==> src/rtl/decode_mux_stage_n.sv <==
// rtl/decode_mux_stage_n.sv - second-stage decode mux with priority arbitration, immediate normalisation and skid buffer
//
// Purpose:
//   Collects the outputs of NUM_CH parallel format decoders and forwards the
//   lowest-index hitting channel as one registered decoded-instruction bundle.
//   The raw right-aligned immediate is sign/zero extended from a per-channel
//   MSB index, then left shifted, into a full IMM_W immediate.
//   Output side is a valid/ready handshake backed by an output register plus
//   one skid register, so ready_o is a pure flop output.
//
// Ports:
//   clock_i, resetn_i        clock, synchronous active-low reset
//   instructionAddress_i     address of the instruction in flight
//   opcode_i                 primary opcode
//   chEnable_i               per-channel hit, bit i = channel i
//   chFormat_i               format code per channel, channel 0 in the MSBs
//   chReg_i / chRegEn_i      reg1..reg3 specifiers and enables, channel i at slice i
//   chImm_i                  raw immediate, channel i at slice i
//   chImmMsb_i               immediate MSB index (field width - 1), channel i at slice i
//   chImmSigned_i            1 = sign-extend, 0 = zero-extend
//   chImmShift_i             left shift 0..63, channel i at slice i
//   chImmEn_i                immediate valid (0 forces imm_o to 0)
//   chPayload_i              opaque passthrough, channel i at slice i
//   ready_o                  stage can accept (skid register empty)
//   valid_o / ready_i        output handshake
//   *_o data outputs         registered bundle of the winning channel
//   channel_o                winning channel index
//
// Configuration:
//   DECODE_CONFLICT_CHECK_EN adds conflict_o (sticky) and conflictCount_o
//   (saturating) reporting accepted cycles with more than one channel hit.

module decode_mux_stage_n #(
    parameter int NUM_CH   = 6,
    parameter int ADDR_W   = 64,
    parameter int OPC_W    = 6,
    parameter int REG_W    = 5,
    parameter int IMM_IN_W = 16,
    parameter int IMM_W    = 64,
    parameter int PAY_W    = 24,
    parameter int FMT_W    = 5,
    localparam int CH_W    = (NUM_CH > 1) ? $clog2(NUM_CH) : 1
) (
    input  logic                        clock_i,
    input  logic                        resetn_i,
    input  logic [ADDR_W-1:0]           instructionAddress_i,
    input  logic [OPC_W-1:0]            opcode_i,
    input  logic [NUM_CH-1:0]           chEnable_i,
    input  logic [NUM_CH*FMT_W-1:0]     chFormat_i,
    input  logic [NUM_CH*3*REG_W-1:0]   chReg_i,
    input  logic [NUM_CH*3-1:0]         chRegEn_i,
    input  logic [NUM_CH*IMM_IN_W-1:0]  chImm_i,
    input  logic [NUM_CH*4-1:0]         chImmMsb_i,
    input  logic [NUM_CH-1:0]           chImmSigned_i,
    input  logic [NUM_CH*6-1:0]         chImmShift_i,
    input  logic [NUM_CH-1:0]           chImmEn_i,
    input  logic [NUM_CH*PAY_W-1:0]     chPayload_i,
    output logic                        ready_o,
    output logic                        valid_o,
    input  logic                        ready_i,
    output logic [ADDR_W-1:0]           instructionAddress_o,
    output logic [OPC_W-1:0]            opcode_o,
    output logic [FMT_W-1:0]            format_o,
    output logic [3*REG_W-1:0]          reg_o,
    output logic [2:0]                  regEn_o,
    output logic [IMM_W-1:0]            imm_o,
    output logic                        immEn_o,
    output logic [PAY_W-1:0]            payload_o,
    output logic [CH_W-1:0]             channel_o
`ifdef DECODE_CONFLICT_CHECK_EN
    ,
    output logic                        conflict_o,
    output logic [15:0]                 conflictCount_o
`endif
);

    typedef struct packed {
        logic [ADDR_W-1:0]  addr;
        logic [OPC_W-1:0]   opc;
        logic [FMT_W-1:0]   fmt;
        logic [3*REG_W-1:0] regs;
        logic [2:0]         regen;
        logic [IMM_W-1:0]   imm;
        logic               immen;
        logic [PAY_W-1:0]   pay;
        logic [CH_W-1:0]    ch;
    } bundle_t;

    // Extend from bit msb (bits above it in the raw field are discarded),
    // then shift left; bits shifted past IMM_W are lost.
    function automatic logic [IMM_W-1:0] norm_imm(
        input logic [IMM_IN_W-1:0] raw,
        input logic [3:0]          msb,
        input logic                sgn,
        input logic [5:0]          shamt
    );
        logic [IMM_W-1:0] wide;
        logic [IMM_W-1:0] ext;
        logic             fill;
        wide = IMM_W'(raw);
        fill = sgn & raw[msb];
        for (int b = 0; b < IMM_W; b++) begin
            ext[b] = (b <= int'(msb)) ? wide[b] : fill;
        end
        return ext << shamt;
    endfunction

    // ------------------------------------------------------------------
    // Arbitration and bundle assembly
    // ------------------------------------------------------------------
    logic [IMM_IN_W-1:0] sel_raw;
    logic [3:0]          sel_msb;
    logic                sel_sgn;
    logic [5:0]          sel_shamt;
    logic                sel_ien;
    bundle_t             sel_bundle;

    // Scanning from the top down lets the lowest set index overwrite last.
    always_comb begin
        sel_bundle      = '0;
        sel_bundle.addr = instructionAddress_i;
        sel_bundle.opc  = opcode_i;
        sel_raw         = '0;
        sel_msb         = '0;
        sel_sgn         = 1'b0;
        sel_shamt       = '0;
        sel_ien         = 1'b0;
        for (int i = NUM_CH - 1; i >= 0; i--) begin
            if (chEnable_i[i]) begin
                sel_bundle.fmt   = chFormat_i[(NUM_CH-1-i)*FMT_W +: FMT_W];
                sel_bundle.regs  = chReg_i[i*3*REG_W +: 3*REG_W];
                sel_bundle.regen = chRegEn_i[i*3 +: 3];
                sel_bundle.pay   = chPayload_i[i*PAY_W +: PAY_W];
                sel_bundle.ch    = CH_W'(i);
                sel_raw          = chImm_i[i*IMM_IN_W +: IMM_IN_W];
                sel_msb          = chImmMsb_i[i*4 +: 4];
                sel_sgn          = chImmSigned_i[i];
                sel_shamt        = chImmShift_i[i*6 +: 6];
                sel_ien          = chImmEn_i[i];
            end
        end
        // Only one normaliser: the selected channel's raw fields feed it.
        sel_bundle.immen = sel_ien;
        sel_bundle.imm   = sel_ien ? norm_imm(sel_raw, sel_msb, sel_sgn, sel_shamt) : '0;
    end

    // ------------------------------------------------------------------
    // Output register + skid register
    // ------------------------------------------------------------------
    bundle_t out_q, out_d;
    bundle_t skid_q, skid_d;
    logic    out_valid_q, out_valid_d;
    logic    skid_valid_q, skid_valid_d;
    logic    accept;

    // ready_o depends only on the skid flop, never on ready_i.
    assign ready_o = ~skid_valid_q;
    assign accept  = (|chEnable_i) & ready_o;

    always_comb begin
        out_d        = out_q;
        out_valid_d  = out_valid_q;
        skid_d       = skid_q;
        skid_valid_d = skid_valid_q;
        if (!out_valid_q || ready_i) begin
            // Output slot is free or draining: the skid is older than any
            // new accept, and the two never coexist because a full skid
            // deasserts ready_o.
            if (skid_valid_q) begin
                out_d        = skid_q;
                out_valid_d  = 1'b1;
                skid_valid_d = 1'b0;
            end else if (accept) begin
                out_d       = sel_bundle;
                out_valid_d = 1'b1;
            end else begin
                out_valid_d = 1'b0;
            end
        end else if (accept) begin
            // Output stalled: park the new bundle so the output holds still.
            skid_d       = sel_bundle;
            skid_valid_d = 1'b1;
        end
    end

    always_ff @(posedge clock_i) begin
        if (!resetn_i) begin
            out_q        <= '0;
            out_valid_q  <= 1'b0;
            skid_q       <= '0;
            skid_valid_q <= 1'b0;
        end else begin
            out_q        <= out_d;
            out_valid_q  <= out_valid_d;
            skid_q       <= skid_d;
            skid_valid_q <= skid_valid_d;
        end
    end

    assign valid_o              = out_valid_q;
    assign instructionAddress_o = out_q.addr;
    assign opcode_o             = out_q.opc;
    assign format_o             = out_q.fmt;
    assign reg_o                = out_q.regs;
    assign regEn_o              = out_q.regen;
    assign imm_o                = out_q.imm;
    assign immEn_o              = out_q.immen;
    assign payload_o            = out_q.pay;
    assign channel_o            = out_q.ch;

`ifdef DECODE_CONFLICT_CHECK_EN
    // ------------------------------------------------------------------
    // Multi-hit conflict monitor
    // ------------------------------------------------------------------
    logic        conflict_q, conflict_d;
    logic [15:0] count_q, count_d;
    logic        multi_hit;

    // Clearing the lowest set bit leaves something only if two or more are set.
    assign multi_hit = |(chEnable_i & (chEnable_i - NUM_CH'(1)));

    always_comb begin
        conflict_d = conflict_q;
        count_d    = count_q;
        if (accept && multi_hit) begin
            conflict_d = 1'b1;
            count_d    = (count_q == 16'hFFFF) ? count_q : count_q + 16'd1;
        end
    end

    always_ff @(posedge clock_i) begin
        if (!resetn_i) begin
            conflict_q <= 1'b0;
            count_q    <= '0;
        end else begin
            conflict_q <= conflict_d;
            count_q    <= count_d;
`ifndef SYNTHESIS
            if (accept && multi_hit) begin
                $display("decode_mux_stage_n: multi-hit, winner ch %0d, enable mask %b",
                         sel_bundle.ch, chEnable_i);
            end
`endif
        end
    end

    assign conflict_o      = conflict_q;
    assign conflictCount_o = count_q;
`endif

endmodule

==> config.mk <==
export PLATFORM = sky130hd
export DESIGN_NAME = decode_mux_stage_n
export DESIGN_NICKNAME = d
export VERILOG_FILES = /design/src/rtl/decode_mux_stage_n.sv
export SDC_FILE = /design/constraint.sdc
export NUM_CORES = 1
export LEC_CHECK = 0
export ABC_AREA = 1
export BUFFER_PORTS_ARGS = -buffer_cell sky130_fd_sc_hd__buf_2
export CAP_MARGIN = 0
export CORE_AREA = 5 5 275 277
export DETAILED_ROUTE_END_ITERATION = 8
export DIE_AREA = 0 0 280 282
export HOLD_SLACK_MARGIN = 0.03
export PLACE_DENSITY_LB_ADDON = 0.3
export SYNTH_ARGS = -nofsm -noshare
export SYNTH_HDL_FRONTEND = slang
export SYNTH_SLANG_ARGS = --single-unit
==> constraint.sdc <==
create_clock -name clock_i -period 2.8 [get_ports clock_i]
set_input_delay 0 -clock clock_i [delete_from_list [all_inputs] [get_ports clock_i]]
set_output_delay 0 -clock clock_i [all_outputs]
set_load 0.01 [all_outputs]
# Yosys cells after proc, flatten, opt, wreduce, memory -nomap -nowiden
# Index checks and enable logic that the tools add are counted.
# totals
in_bits	529
register_bits	372
wordCells	113
output_inout_bits	187
# classes
bitwise_logic	5
shift	1
order_cmp	16
mux	64
n_reduce_logical	7
# ops
op	count
185-bit 2-to-1 mux	2
27-bit 2-to-1 mux	6
23-bit 2-to-1 mux	6
16-bit 2-to-1 mux	6
64-bit 2-to-1 mux	1
64-bit by 6-bit << shifter with 64-bit output	1
6-bit 2-to-1 mux	6
4-bit less-or-equal comparator (first input constant)	8
1-bit 2-to-1 mux	30
4-bit 2-to-1 mux	6
3-bit by 4-bit less-or-equal comparator with 1-bit output (first input constant)	4
2-bit by 4-bit less-or-equal comparator with 1-bit output (first input constant)	2
6-bit OR reduction	1
4-bit by 5-bit < comparator with 1-bit output (second input constant)	1
1-bit binary-select mux with 4-bit select	1
1-bit by 4-bit less-or-equal comparator with 1-bit output (first input constant)	1
2-bit AND reduction	2
1-bit inverter	3
1-bit AND	2
2-bit nonzero test	1
2-bit OR reduction	1
1-bit logical NOT	1
1-bit logical OR	1

# Logic depth before layout (Yosys ltp)
# Gate-level depths: netlist of run 1.
# logic_depth
word_depth	14
ltp_mapped	32
ltp_nobuf	30

# Worst setup path after synthesis of run 1
# No wires, ideal clock.
# synth_path
path_kind	in2reg
from	input port chEnable_i[4]
to	register out_q, in the netlist imm_o[63]
t_arrival_ns	2.252
t_required_ns	2.668
setup_time_ns	0.132
slack_ns	0.416
cell_stages	26
path_buffers	3
cell_sequence	buf_2 -> inv_1 -> nand3_1 -> nand2_1 -> nand2_1 -> nand2_1 -> nand2_1 -> nand2_1 -> nand2_1 -> buf_2 -> nand3_1 -> a21oi_2 -> nor2_4 -> buf_8 -> nand3_2 -> nand3_1 -> nand3_1 -> nand3_1 -> nand3_1 -> nand2_1 -> o21ai_1 -> nand2_1 -> nand2_1 -> nand2_1 -> nand2_1 -> a21oi_1
# synth_via
elab_chain_len	13
word_cells_on_any_way	66
cone_classes	15 x order compare; 1 x shift; 45 x mux; 2 x bitwise; 3 x reduce/logical
# synth_rtl
item	line	source
from (decl)	48	input logic [NUM_CH-1:0] chEnable_i,
16-bit 2-to-1 mux / 4-bit 2-to-1 mux (equally long branches) (5 in a row)	129	if (chEnable_i[i]) begin
1-bit binary-select mux with 4-bit select	101	fill = sgn & raw[msb];
1-bit 2-to-1 mux (implied by the code)	101	
1-bit AND	101	
1-bit 2-to-1 mux	103	ext[b] = (b <= int'(msb)) ? wide[b] : fill;
64-bit by 6-bit << shifter with 64-bit output	105	return ext << shamt;
64-bit 2-to-1 mux	144	sel_bundle.imm = sel_ien ? norm_imm(sel_raw, sel_msb, sel_sgn, sel_shamt) : '0;
185-bit 2-to-1 mux	173	end else if (accept) begin
185-bit 2-to-1 mux	169	if (skid_valid_q) begin
to (signal assigned)	193	out_q <= out_d;
to (decl)	150	bundle_t out_q, out_d;
# Parallel ways exist; a longest one is shown, timed or not. The select of a mux whose other input is x is not followed.
# A chain may end at the register's enable or synchronous reset.

# Worst setup path after layout of run 1
# layout_path
from	input port chEnable_i[4]
to	register out_q, in the netlist imm_o[14]
# The elaborated chain is that of the path after synthesis.

==> metrics, run 1 <==
top-count cell post-synth nand2_1; routed vias 25800; Slew Limit Fails 0; Avg Cell Area, Syn approximately 6.4 um^2; sequential area share after synthesis 36.6%; total negative slack 0 ns; Peak Freq 0.389 GHz; main combinational cell family by area after synthesis simple AND/OR/NAND/NOR gates; Critical Path RT 3.31 ns; WP buf/inv 5; Synth Flop Type dfxtp_1; relative slew slack a little under a third; fin crit share about nine tenths; post-route core utilization 40.8%; xor and xnor area share after synthesis 0%; GPL Wtd Cong 1.00; CTS Buf Count 44; Mapped Cells 3198; crit end category register; first-pass GRT wire length ~160000 um; die area between 70000 and 80000 um^2; worst hold margin 0.0660 ns; Worst path top cell family by delay simple AND/OR/NAND/NOR gates; Commonest cells post-synth nand2_1 (974), a21oi_1 (379), dfxtp_1 (372), o21ai_0 (295), nor2_1 (250); Starting Density between 20 and 30%; Final Routed Wirelength 107000 um; CP max stage cell nand4_1; Yosys top cell by area dfxtp_1; Die Ht 282 um; Slew @ Worst Pin 1.05 ns; worst hold path class in -> reg; Post-DP Area 26000 um^2; mux contribution to synthesized area 0%; most frequent CP cell nand2_1; Final min period 2.57 ns; outcome finished, final reports clean; Residual DRC 0; storage element area about 7500 um^2; leakage power 0.0141 uW; drt initial violations between 2000 and 2500; design area 29600 um^2; CTS Sinks 372; YS warnings 0; max-cap check violation count 0; Synth Cell Area 20400 um^2; Via density approximately 5.1; IO Port Bufs roughly 700; r2r startpoint valid_o$_SDFFE_PN0P_; simple-gate portion of the synthesized area 30.5%; R2R setup slack roughly 0.50 ns; Netlist cell types 45; layout cells sized above 1 26.0%; CTS clk-pin slew, worst paths 0.06 ns; Setup Crit Path Kind in -> reg; htree depth 2; crit path DAT 3.08 ns; skew final around 0.011 ns; startpoint types input pin; clock buffer depth 3; I/O pins between 700 and 800; RR Endpoint skid_q[114]$_SDFFE_PN0P_; Yosys top cell area share a little over a third; largest stage delay on the critical path approximately 0.24 ns; Cell Rows 99; Core Area 72600 um^2; instance count on the critical path 25; Adder-Cell Fraction of Synth Area 0%; Min-Delay Path Depth 5; count of final hold-check violations 0; fill count 7796; Compound-Gate Fraction of Synth Area 25.1%; Post-Syn Nets 3727; Detail Route Antenna Nets 0; EDFF count, synth 0; Clock Tree Root clkbuf_16; CTS tree done; Synth Register Bits roughly 370; Pwr Density 559 nW/um^2; initial antenna violation count 14; Routed WL per cell 21.0 um; area of the multi-input gates 11400 um^2; vias in the first global route roughly 25000; largest net degree at the start of global routing about 220; total power 16500 uW; DP HPWL 80400 um; Crit Path Max Fanout 9; peak supply drop 312 uV; total iterations of the first detailed-routing run 5; async set-reset flop share out of synthesis 0%; die width ~280 um; CP endpoint imm_o[14]$_SDFFE_PN0P_; clk_lat worst skew 0.58 ns; Area contributors post-synth dfxtp_1 (37%), nand2_1 (18%), a21oi_1 (9.3%), o21ai_0 (7.2%), nand3_1 (4.9%); area grow syn2layout 45.4%; GR Overflow Total 0; CP startpoint chEnable_i[4]; fin nets 4638; final setup vio count 0; R2R cell count 8; gr usage total 25.5%
-- worst min path at each step --
stage | slack, ns | endpoint | start
finish | 0.07 | skid_q[21]$_SDFFE_PN0P_ | chPayload_i[138]
detailed placement | 0.27 | skid_q[134]$_SDFFE_PN0P_ | instructionAddress_i[13]
CTS | 0.03 | skid_q[21]$_SDFFE_PN0P_ | chPayload_i[138]
floorplan | 0.14 | skid_q[115]$_SDFFE_PN0P_ | opcode_i[0]
global placement | 0.26 | skid_q[122]$_SDFFE_PN0P_ | instructionAddress_i[1]
global route | 0.1 | skid_q[96]$_SDFFE_PN0P_ | chReg_i[46]
-- sequential cells by signal, summed over array words and instances (netlist names) --
| signal | flops |
|---|---|
| skid_q | 185 |
| imm_o | 64 |
| instructionAddress_o | 64 |
| payload_o | 24 |
| reg_o | 15 |
| opcode_o | 6 |
| format_o | 5 |
| channel_o | 3 |
| regEn_o | 3 |
| immEn_o | 1 |
| skid_valid_q | 1 |
| valid_o | 1 |
-- layer usage --
layer  vias to the layer above  part of all wire, %  track usage, %
met2                      1051                   48            42.6
met4                         2                  5.9            13.6
met3                       196                  6.2            3.48
met1                     12000                   40            32.1
li1                      12600                    -               -
met5                         -                0.010               0
-- stage by stage --
stage,cells,worst slack (ns)
after floorplan,3198,0.416
after global placement,4815,-0.391
after detailed placement,4815,-0.394
after CTS,5093,0.217
after global routing,5106,-0.00932
final,5106,0.229
-- worst register-to-register path: stages, from the launching register on --
cell           delay [ns]
dfxtp_1              0.49
inv_1                0.07
nor2_1               0.12
buf_4                0.21
nand3_4              0.13
buf_12               0.29
o21ai_0              0.29
dlygate4sd3_1        0.57
inv_1                0.04
-- what timing repair did --
action,in CTS,in global routing
setup buffers,0,7
endpoints found under the setup margin,0,31
endpoints found under the hold margin,239,0
hold buffers,199,0
gates resized for setup,0,10
-- layout make-up --
| cell class | count | area share (%) |
|---|---|---|
| Antenna cell | 5 | 0.0422 |
| Multi-Input combinational cell | 2430 | 38.6 |
| Inverter | 131 | 1.74 |
| Clock inverter | 17 | 0.862 |
| Sequential cell | 372 | 25.2 |
| Clock buffer | 62 | 4.22 |
| Tap cell | 959 | 4.05 |
| Timing Repair Buffer | 1130 | 25.4 |
-- cells by family after synthesis --
kind of cell | after synthesis
AOI/OAI and AO/OA | 916
DFF | 372
and+or+nand+nor | 1513
buffers and inverters | 397
-- where the power goes --
group / switching, uW / total, uW / internal, uW / leakage [uW]
Sequential: 238 / 5940 / 5710 / 0.00306
Combinational: 2740 / 4550 / 1810 / 0.0103
Clock: 2450 / 6050 / 3600 / 0.000741
-- placed cells by master (no fill, tap or decap), types with 3 or more instances in the layout --
master,count
a211oi_1,4
a21oi_1,378
a221oi_1,13
a221oi_2,3
a22oi_1,38
a31oi_1,72
buf_12,25
buf_2,712
buf_4,193
bufinv_16,5
clkbuf_1,10
clkbuf_16,44
clkbuf_8,8
clkinv_2,5
dfxtp_1,371
diode_2,5
dlygate4sd3_1,199
inv_1,110
inv_2,15
inv_6,6
nand2_1,968
nand2_2,8
nand2_4,3
nand3_1,198
nand3_2,18
nand4_1,11
nor2_1,247
nor2_2,3
nor2_4,5
nor3_1,39
o211ai_1,31
o21ai_0,295
o21ai_1,16
o22ai_1,17
o31ai_1,35
or2_1,4
or2_2,6
Power figures use the tool's default switching activity.
==> run 2, diff against run 1 <==
--- a/config.mk
+++ b/config.mk
@@ -8,9 +8,9 @@
 export ABC_AREA = 1
 export BUFFER_PORTS_ARGS = -buffer_cell sky130_fd_sc_hd__buf_2
 export CAP_MARGIN = 0
-export CORE_AREA = 5 5 275 277
+export CORE_AREA = 4 4 280 282
 export DETAILED_ROUTE_END_ITERATION = 8
-export DIE_AREA = 0 0 280 282
+export DIE_AREA = 0 0 284 286
 export HOLD_SLACK_MARGIN = 0.03
 export PLACE_DENSITY_LB_ADDON = 0.3
 export SYNTH_ARGS = -nofsm -noshare
==> constraint.sdc (replaced) <==
create_clock -name clock_i -period 3 [get_ports clock_i]
set_input_delay 0 -clock clock_i [delete_from_list [all_inputs] [get_ports clock_i]]
set_output_delay 0 -clock clock_i [all_outputs]
set_load 0.01 [all_outputs]
==> run 2 against run 1 <==
Total power shrank 7.1%; critical path depth shrank 5; wire length down 0.20%; critical endpoint is now skid_q[30]$_SDFFE_PN0P_; highest routed layer unchanged.
==> metrics, run 2 (synthesized netlist as in run 1, its figures left out) <==
RSZ-0062 raised after global routing no; WP buf/inv 4 (-1); Slew Limit Fails 0 (unchanged); Clock power frac 36.9% (+0.3 points); Clock Tree Root clkbuf_16; Largest Register skid_q; CTS tree done; Post-DP Area 25800 um^2 (-0.69%); total power 15400 uW (-7.1%); leakage power 0.0139 uW (-1.1%); sequential power share 36.0% (about the same); Via density 5.04 (-0.22%); largest net degree at the start of global routing 216 (unchanged); count of final hold-check violations 0 (unchanged); max reg flops 185 (unchanged); Worst path top cell family by delay simple AND/OR/NAND/NOR gates; skew final 0.0377 ns (+0.0264 ns); relative slew slack 31.3% (+1.0 points); net switching power 5010 uW (-7.6%); layout cells sized above 1 25.3% (-0.72 points); Pwr Density 523 nW/um^2 (-6.5%); final setup vio count 0 (unchanged); gr usage total 24.9% (-0.59 points); die area 81200 um^2 (+2.9%); P_int 10400 uW (-6.9%); drt initial violations 1920 (-6.1%); largest stage delay on the critical path 0.65 ns (+0.41 ns); first-pass GRT wire length 157000 um (+0.71%); startpoint types input pin; design area 29400 um^2 (-0.73%); total iterations of the first detailed-routing run 8 (+3); placed cell count 4806 (-0.19%); Starting Density 26.9% (-1.2 points); initial antenna violation count 13 (-1); Detail Route Antenna Nets 0 (unchanged); vias in the first global route 24900 (+1.4%); GR Overflow Total 0 (unchanged); worst hold margin 0.0836 ns (+0.0176 ns); Residual DRC 0 (unchanged); crit path DAT 3.27 ns (+0.19 ns); Critical Path RT 3.47 ns (+0.16 ns); Crit Path Max Fanout 15 (+6); clk_lat worst skew 0.59 ns (about the same); clock buffer depth 3 (unchanged); Cell Rows 101 (+2.0%); area grow syn2layout 44.3%; Peak Freq 0.357 GHz; outcome finished, final reports clean; Core Area 75700 um^2 (+4.3%); fin nets 4604 (-0.73%); IO Port Bufs 715 (unchanged); Die Ht 286 um (+1.4%); CP max stage cell dlygate4sd3_1; Setup Crit Path Kind in -> reg; fin crit share 93.3%; CTS clk-pin slew, worst paths 0.06 ns (about the same); non-filler cells, final 5095 (-0.22%); most frequent cells in the layout nand2_1 (973), buf_2 (712), a21oi_1 (379), dfxtp_1 (371), o21ai_0 (294); Comb pwr share 27.2% (-0.3 points); Sw Ratio 32.6% (-0.18 points); Slew @ Worst Pin 1.03 ns (-0.0155 ns); GPL Wtd Cong 0.959 (-4.5%); DP HPWL 79200 um (-1.5%); worst hold path class in -> reg; post-route core utilization 38.8% (-2.0 points); most common cell after layout, fill and taps aside nand2_1; Final Routed Wirelength 107000 um (-0.20%); I/O pins 716 (unchanged); crit end category register; CTS Buf Count 44 (unchanged); Routed WL per cell 21.0 um (about the same); routed vias 25700 (-0.44%); peak supply drop 306 uV (-2.1%); most frequent CP cell nor2_1; die width 284 um (+1.4%); crit-path cells buf_2, dlygate4sd3_1, inv_1, o21ai_0, nor2_1, a22oi_2, o21ai_2, nand3_2, nor2_4, buf_12, nand3_1, nand3_1, nand2_1, a21boi_2, nand2_1, nor2_1, nand2_1, nor2_1, nor2_1, a211oi_1; max-cap check violation count 0 (unchanged); Final min period 2.80 ns; CTS Sinks 372 (unchanged); htree depth 2 (unchanged)
==> run 2: cell types whose count changed in the layout (fill, tap and decap cells not counted), moves of 2 or more <==
cell           previous run  this run
buf_4                   193       158
nand2_1                 968       973
nand2_2                   8         3
diode_2                   5         8
clkbuf_1                 10         8
clkbuf_8                  8        10
clkinv_2                  5         7
dlygate4sd3_1           199       201
nor2_2                    3         1
==> run 2: worst reg2reg max path, delay by kind of cell, from the launching register on <==
family	cells	cell delay [ns]
buf+inv	5	1.23
simple gates	4	0.46
flops	1	0.49
compound gates	1	0.09
==> run 2: path summary, 6_finish.rpt <==
check	startpoint	endpoint	slack [ns]	depth (start not counted)
max	chEnable_i[1]	skid_q[30]$_SDFFE_PN0P_	0.20	20
min	chReg_i[34]	skid_q[99]$_SDFFE_PN0P_	0.08	5
max reg2reg	valid_o$_SDFFE_PN0P_	skid_q[101]$_SDFFE_PN0P_	0.68	10
min reg2reg	imm_o[35]$_SDFFE_PN0P_	imm_o[35]$_SDFFE_PN0P_	0.46	2
==> run 2: layer usage <==
metal,up-vias,part of all wire (%),track usage (%),wire length (um)
met4,2,6.1,14.3,6520
met2,969,48,42.2,51000
met5,-,0.012,0,13
met1,12000,40,30.4,43300
met3,219,5.8,3.57,6220
li1,12500,-,-,-
==> run 2: power by group through the flow <==
stage	combinational (uW)	clock (uW)	sequential [uW]
CTS	4150	5790	5520
detailed placement	3880	0	5630
finish	4170	5670	5530
global placement	3880	0	5620
floorplan	1970	0	5680
global route	4570	6010	5570
==> run 2: what timing repair did <==
item	in CTS	in global routing
hold buffers	201	0
buffers inserted	0	0
resized for setup	0	5
setup endpoints to repair	0	95
hold endpoints to repair	243	0
==> run 2: layout make-up <==
cell class	instances	area (um^2)
fill	8083	46300
multi-input combinational	2429	11400
sequential	372	7450
timing repair buffer	1097	7270
clock buffer	62	1270
tap	978	1220
inverter	131	517
clock inverter	18	244
antenna	8	20.0
==> run 2: per-stage QoR <==
| stage | worst slack [ns] | setup TNS [ns] |
|---|---|---|
| 6_report | 0.201 | 0 |
| 5_1_grt | 0.00508 | 0 |
| 4_1_cts | 0.0359 | 0 |
| 3_5_place_dp | -0.0985 | -0.442 |
| 3_3_place_gp | -0.112 | -0.392 |
| 2_1_floorplan | 0.616 | 0 |
